[src/rtl/prm_scan_pkg.sv]
`default_nettype none
// +----------------------------------------------------------------------+
// | prm_scan_pkg                                                         |
// | Shared types and helpers for the PRM obstacle-scan controller.       |
// | Rev 1.0 - initial release                                            |
// +----------------------------------------------------------------------+
package prm_scan_pkg;

    localparam int CELL_IDX_W = 4;
    localparam int CNT_W      = 5;

    typedef enum logic [2:0] {
        IDLE    = 3'd0,
        LOAD    = 3'd1,
        SETTLE  = 3'd2,
        CAPTURE = 3'd3,
        OUT     = 3'd4
    } state_t;

    function automatic logic idx_in_range(input logic [CELL_IDX_W-1:0] idx,
                                          input int                    num_cells);
        return int'(idx) < num_cells;
    endfunction

endpackage
`default_nettype wire

[src/rtl/prm_popcount.sv]
`default_nettype none
// +----------------------------------------------------------------------+
// | prm_popcount                                                         |
// | Combinational population count of a W-bit vector.                    |
// | Rev 1.0 - initial release                                            |
// +----------------------------------------------------------------------+
module prm_popcount #(
    parameter int W = 16
) (
    input  logic [W-1:0]             i_bits,
    output logic [$clog2(W+1)-1:0]   o_count
);

    localparam int OUT_W = $clog2(W + 1);

    always_comb begin
        o_count = '0;
        for (int i = 0; i < W; i++) begin
            o_count = o_count + OUT_W'(i_bits[i]);
        end
    end

endmodule
`default_nettype wire

[src/rtl/prm_obs_scan_ctrl.sv]
`default_nettype none
// +----------------------------------------------------------------------+
// | prm_obs_scan_ctrl                                                    |
// | Builds the obstacle vector for the edge-checker bank from a stream   |
// | of cell indices, lets it settle, then returns the blocked-edge mask. |
// | Optional: PRM_SCAN_DELTA_EN adds res_delta (change vs. last result). |
// | Rev 1.0 - initial release                                            |
// +----------------------------------------------------------------------+
module prm_obs_scan_ctrl
    import prm_scan_pkg::*;
#(
    parameter int NUM_CELLS  = 15,
    parameter int NUM_EDGES  = 16,
    parameter int SETTLE_CYC = 2
) (
    input  logic                  CLK,
    input  logic                  RST,
    input  logic                  cell_valid,
    output logic                  cell_ready,
    input  logic [CELL_IDX_W-1:0] cell_idx,
    input  logic                  cell_last,
    output logic [NUM_CELLS-1:0]  obs_vec,
    input  logic [NUM_EDGES-1:0]  edge_mask_in,
    output logic                  res_valid,
    input  logic                  res_ready,
    output logic [NUM_EDGES-1:0]  res_mask,
    output logic [CNT_W-1:0]      res_count,
    output logic                  busy,
`ifdef PRM_SCAN_DELTA_EN
    output logic [NUM_EDGES-1:0]  res_delta,
`endif
    output logic                  err_idx
);

    localparam int C_POP_W = $clog2(NUM_EDGES + 1);

    state_t                 r_state;
    logic [CNT_W-1:0]       r_settle_cnt;
    logic [NUM_CELLS-1:0]   r_obs_vec;
    logic [NUM_EDGES-1:0]   r_res_mask;
    logic [CNT_W-1:0]       r_res_count;
    logic                   r_res_valid;
    logic                   r_cell_ready;
    logic                   r_busy;
    logic                   r_err_idx;

    logic                   w_accept;
    logic                   w_idx_ok;
    logic [NUM_CELLS-1:0]   w_cell_bit;
    logic [C_POP_W-1:0]     w_pop;

    prm_popcount #(
        .W (NUM_EDGES)
    ) u_popcount (
        .i_bits  (edge_mask_in),
        .o_count (w_pop)
    );

    assign w_accept   = cell_valid && r_cell_ready &&
                        ((r_state == IDLE) || (r_state == LOAD));
    assign w_idx_ok   = idx_in_range(cell_idx, NUM_CELLS);
    // Out-of-range beats still flow through the handshake but add no bit.
    assign w_cell_bit = w_idx_ok ? (NUM_CELLS'(1) << cell_idx) : '0;

    always_ff @(posedge CLK or posedge RST) begin
        if (RST) begin
            r_state      <= IDLE;
            r_settle_cnt <= '0;
            r_obs_vec    <= '0;
            r_res_mask   <= '0;
            r_res_count  <= '0;
            r_res_valid  <= 1'b0;
            r_cell_ready <= 1'b0;
            r_busy       <= 1'b0;
            r_err_idx    <= 1'b0;
        end else begin
            if (w_accept && !w_idx_ok) begin
                r_err_idx <= 1'b1;
            end

            case (r_state)
                IDLE: begin
                    r_cell_ready <= 1'b1;
                    if (w_accept) begin
                        r_obs_vec <= w_cell_bit;
                        r_busy    <= 1'b1;
                        if (cell_last) begin
                            r_state      <= SETTLE;
                            r_settle_cnt <= CNT_W'(SETTLE_CYC - 1);
                            r_cell_ready <= 1'b0;
                        end else begin
                            r_state <= LOAD;
                        end
                    end
                end

                LOAD: begin
                    if (w_accept) begin
                        r_obs_vec <= r_obs_vec | w_cell_bit;
                        if (cell_last) begin
                            r_state      <= SETTLE;
                            r_settle_cnt <= CNT_W'(SETTLE_CYC - 1);
                            r_cell_ready <= 1'b0;
                        end
                    end
                end

                SETTLE: begin
                    if (r_settle_cnt == '0) begin
                        r_state <= CAPTURE;
                    end else begin
                        r_settle_cnt <= r_settle_cnt - CNT_W'(1);
                    end
                end

                CAPTURE: begin
                    r_res_mask  <= edge_mask_in;
                    r_res_count <= CNT_W'(w_pop);
                    r_res_valid <= 1'b1;
                    r_state     <= OUT;
                end

                OUT: begin
                    if (res_ready) begin
                        r_res_valid  <= 1'b0;
                        r_busy       <= 1'b0;
                        r_cell_ready <= 1'b1;
                        r_state      <= IDLE;
                    end
                end

                default: begin
                    r_state      <= IDLE;
                    r_res_valid  <= 1'b0;
                    r_busy       <= 1'b0;
                    r_cell_ready <= 1'b0;
                end
            endcase
        end
    end

`ifdef PRM_SCAN_DELTA_EN
    logic [NUM_EDGES-1:0] r_prev_mask;

    always_ff @(posedge CLK or posedge RST) begin
        if (RST) begin
            r_prev_mask <= '0;
        end else if (r_res_valid && res_ready) begin
            r_prev_mask <= r_res_mask;
        end
    end

    assign res_delta = r_res_mask ^ r_prev_mask;
`endif

    assign cell_ready = r_cell_ready;
    assign obs_vec    = r_obs_vec;
    assign res_valid  = r_res_valid;
    assign res_mask   = r_res_mask;
    assign res_count  = r_res_count;
    assign busy       = r_busy;
    assign err_idx    = r_err_idx;

endmodule
`default_nettype wire

[config.mk]
export PLATFORM = sky130hd
export DESIGN_NAME = prm_obs_scan_ctrl
export DESIGN_NICKNAME = d
export VERILOG_FILES = /design/src/rtl/prm_scan_pkg.sv /design/src/rtl/prm_popcount.sv /design/src/rtl/prm_obs_scan_ctrl.sv
export SDC_FILE = /design/constraint.sdc
export NUM_CORES = 1
export LEC_CHECK = 0
export ABC_AREA = 1
export CORE_MARGIN = 1.5
export CORE_UTILIZATION = 52
export CTS_CLUSTER_SIZE = 10
export DETAILED_ROUTE_END_ITERATION = 7
export HOLD_SLACK_MARGIN = 0.12
export PLACE_DENSITY_LB_ADDON = 0.3
export SLEW_MARGIN = 10
export SYNTH_ARGS = -nofsm -noshare
export SYNTH_HDL_FRONTEND = slang
export SYNTH_HIERARCHICAL = 1
export SYNTH_SLANG_ARGS = --single-unit
[constraint.sdc]
create_clock -name CLK -period 2.3 [get_ports CLK]
set_input_delay 0.46 -clock CLK [delete_from_list [all_inputs] [get_ports CLK]]
set_output_delay 0.46 -clock CLK [all_outputs]
set_load 0.03 [all_outputs]
==> results of run 1 <==
power breakdown:
part	total [uW]	internal, uW	leakage, uW	switching, uW
registers	1480	1240	0.000603	240
clock network	606	322	0.0000541	284
logic	2930	1300	0.000927	1640
total	5020	2860	0.00158	2160
final timing paths:
check	from	endpoint	slack, ns
min reg2reg	err_idx$_DFFE_PP0P_	err_idx$_DFFE_PP0P_	0.49
max	edge_mask_in[7]	res_count[2]$_DFFE_PP0P_	-1.07
min in group asynchronous	RST	res_mask[10]$_DFFE_PP0P_	0.47
max reg2reg	r_state[2]$_DFFE_PP0P_	res_count[4]$_DFFE_PP0P_	0.91
max in group asynchronous	RST	busy$_DFFE_PP0P_	1.33
min	edge_mask_in[9]	res_mask[9]$_DFFE_PP0P_	0.39
through the flow:
stage	hold WS (ns)	cells	TNS [ns]	util
floorplan	0.473	243	-5.07	-
global placement	0.464	356	-8.30	0.716
detailed placement	0.470	356	-8.52	0.716
CTS	0.384	364	-4.82	0.737
global route	0.384	366	-5.06	0.753
finish	0.391	366	-4.68	0.753
registers in the layout, summed over array words and instances (netlist names):
name	flops
busy	1
cell_ready	1
err_idx	1
obs_vec	15
r_settle_cnt	5
r_state	3
res_count	5
res_mask	16
res_valid	1
layout by cell type, fill, tap and decap left out, drive strengths merged:
cell type,Yosys,layout
nand3,19,19
dfrtp,48,48
clkbuf,3,6
clkinv,0,1
a21oi,6,6
clkdlybuf4s50,0,55
fa,10,10
bufinv,0,1
nor3,1,1
nand2,27,27
o21ai,37,37
clkinvlp,0,1
buf,3,13
nor2,9,9
xor2,1,1
o22ai,3,3
mux2,21,21
ha,6,6
o21bai,1,1
inv,46,46
xnor2,2,2
cell type report:
| cell class | instances | area, sq um |
|---|---|---|
| flip-flops and latches | 48 | 1200 |
| fillers | 324 | 1100 |
| multi-input cells | 143 | 1090 |
| repair buffers | 69 | 691 |
| inverters | 46 | 183 |
| clock buffers | 5 | 68.8 |
| well taps | 52 | 65.1 |
| clock inverters | 3 | 42.5 |
per-layer routing:
layer,up-vias,track usage
met5,-,0
met4,0,0.0524
met3,7,0.0605
met2,57,0.325
met1,914,0.290
li1,925,-
worst reg2reg max path, delay by kind of cell (launching register included):
family / cells / cell delay, ns
buf+inv: 1 / 0.13
simple gates: 1 / 0.29
flops: 1 / 0.45
mux: 1 / 0.41
cell families (layout without fill, tap and decap cells):
kind of cell    Yosys count  in the layout
flops                    48             48
compound gates           47             47
xor+xnor                  3              3
mux                      21             21
buf+inv                  52            123
simple gates             56             56
fa+ha+maj                16             16
timing repair:
action                     in CTS  in global routing
setup endpoints to repair       5                  5
buffers inserted                0                  2
pin swaps                       8                  9
gates resized for setup        44                 17
==> summary.md, run 1 <==
| Metric | Value |
|---|---|
| Routed Antenna Nets | `0` |
| Cell area after layout | `about 3300 sq um` |
| Leakage | `roughly 0.0016 uW` |
| Pin count of the biggest net entering global routing | `31` |
| Power Density | `about 1500 nW/um^2` |
| Antenna violations before repair | `0` |
| Total GRT Usage | `0.209` |
| Reg clk slew, reported paths | `around 0.090 ns` |
| Initial DRT Pass Iterations | `7` |
| CTS tree | `built` |
| Core area | `approximately 4400 sq um` |
| Max incr delay on CP | `0.55 ns` |
| Synth warnings | `6` |
| Synth Area in Simple Gates | `0.105` |
| Nets@finish | `about 350` |
| Placed Area | `3180 sq um` |
| Syn Inst Count | `around 240` |
| RSZ-0062 raised after global routing | `true` |
| Die area | `a little over 5000 sq um` |
| Post-synthesis net count | `284` |
| Initial Util | `0.552` |
| Total CTS buffers | `5` |
| Max stage delay cell, worst path | `fa_1` |
| Commonest cells post-synth | `dfrtp_1, inv_1, o21ai_0` |
| Root Buffer | `clkbuf_8` |
| Crit path time final | `3.37 ns` |
| Count leader, synth | `dfrtp_1` |
| CP Max Fanout | `2` |
| Clock latency on the worst-skew pair | `roughly 0.30 ns` |
| Reg2reg path depth | `3` |
| Drt via density | `between 5 and 6` |
| Required time of the critical path | `roughly 2.5 ns` |
| Clock skew | `a little over 0.005 ns` |
| Biggest area consumer among synthesized cells | `dfrtp_1` |
| Status | `finished with violations` |
| Max-slew headroom | `0.711` |
| Area Overhead vs Synth | `36.4%` |
| Initial drt markers | `78` |
| Routed wire per std cell | `between 10 and 15 microns` |
| Crit path launch type | `primary input` |
| Number of distinct library cells after synthesis | `25` |
| Post-synthesis compound-gate area fraction | `0.0985` |
| Seq/Total Area, Yosys | `0.490` |
| Slew of the pin with the lowest slew margin | `roughly 0.43 ns` |
| Layout cells sized above 1 | `0.213` |
| Pre-CTS setup slack | `-1.87 ns` |
| Cell mode on critical path | `fa_1` |
| Top-area cell type share of the netlist area | `0.490` |
| Hold Path Depth | `2` |
| Synth Area in XOR/XNOR | `0.0107` |
| Arr. time, crit path | `around 3.6 ns` |
| DRC | `4` |
| Final Hold Violating Endpoints | `0` |
| Cell Area, Synth | `2450 sq um` |
| Min-Delay Path Class | `in -> reg` |
| Hold Buf Count CTS | `0` |
| Clock sinks | `48` |
| Fraction of registers with async set/reset | `1.00` |
| Crit. End Element | `flop` |
| Setup ws final | `-1.07 ns` |
| Dominant cells by area after synthesis | `dfrtp_1, mux2_2, fa_1, o21ai_0, inv_1` |
| Total Wirelength | `roughly 5000 microns` |
| Vias | `around 1900` |
| Failing checks | `design-rule violations, negative setup slack` |
| WL met1 | `2250 microns` |
| Fin crit share | `1.47` |
| Global route total overflow | `0` |
| Uppermost routed layer | `met4` |
| # rows | `24` |
| CP delay by family, top | `adder cells` |
| Avg Cell Area, Syn | `between 10 and 15 sq um` |
| Setup violators final | `5` |
| Final HPWL DP | `3650 microns` |
| CP Cell Sequence | `buf_8 -> inv_4 -> fa_1 -> fa_1 -> fa_1 -> fa_1 -> inv_2 -> ha_4 -> inv_2 -> fa_2 -> xnor2_2 -> mux2_4` |
| Vias in the first global route | `around 1800` |
| WP buf/inv | `4` |
| Seq cells post-synth | `between 40 and 50` |
| ANT cells | `0` |
| VDD IR max | `between 700 and 800 uV` |
| Synth Area in Adders | `0.112` |
| Post-synthesis mux area share | `0.0964` |
| Max-cap viol count | `0` |
| Die Y | `approximately 72 microns` |
| DIE WIDTH | `around 72 microns` |
| Ys flop type | `dfrtp_1` |
| IO buf count | `64` |
| Fin. max-slew vios | `0` |
| Top Ports | `65` |
| Critical path type | `in -> reg` |
| First-pass GRT wire length | `8400 microns` |
| WL met3 | `approximately 270 microns` |
| Total power | `around 5000 uW` |
| Post-synth EDFFs | `0` |
| H-tree depth | `2` |
| Max clock buf depth | `2` |
| Largest family of logic cells by synthesized area | `adder cells` |
| Met2 wire len | `2470 microns` |
| Max Clk Rate | `roughly 0.30 GHz` |
| GPL Wtd Cong | `between 0.7 and 0.8` |
| Worst path depth | `12` |
Power figures use the tool's default switching activity.
==> inputs of run 2 (changes only) <==
- CTS_CLUSTER_DIAMETER: not set -> 150
==> results of run 2 <==
No change in the layout: final DEF, timing and power equal those of run 1.
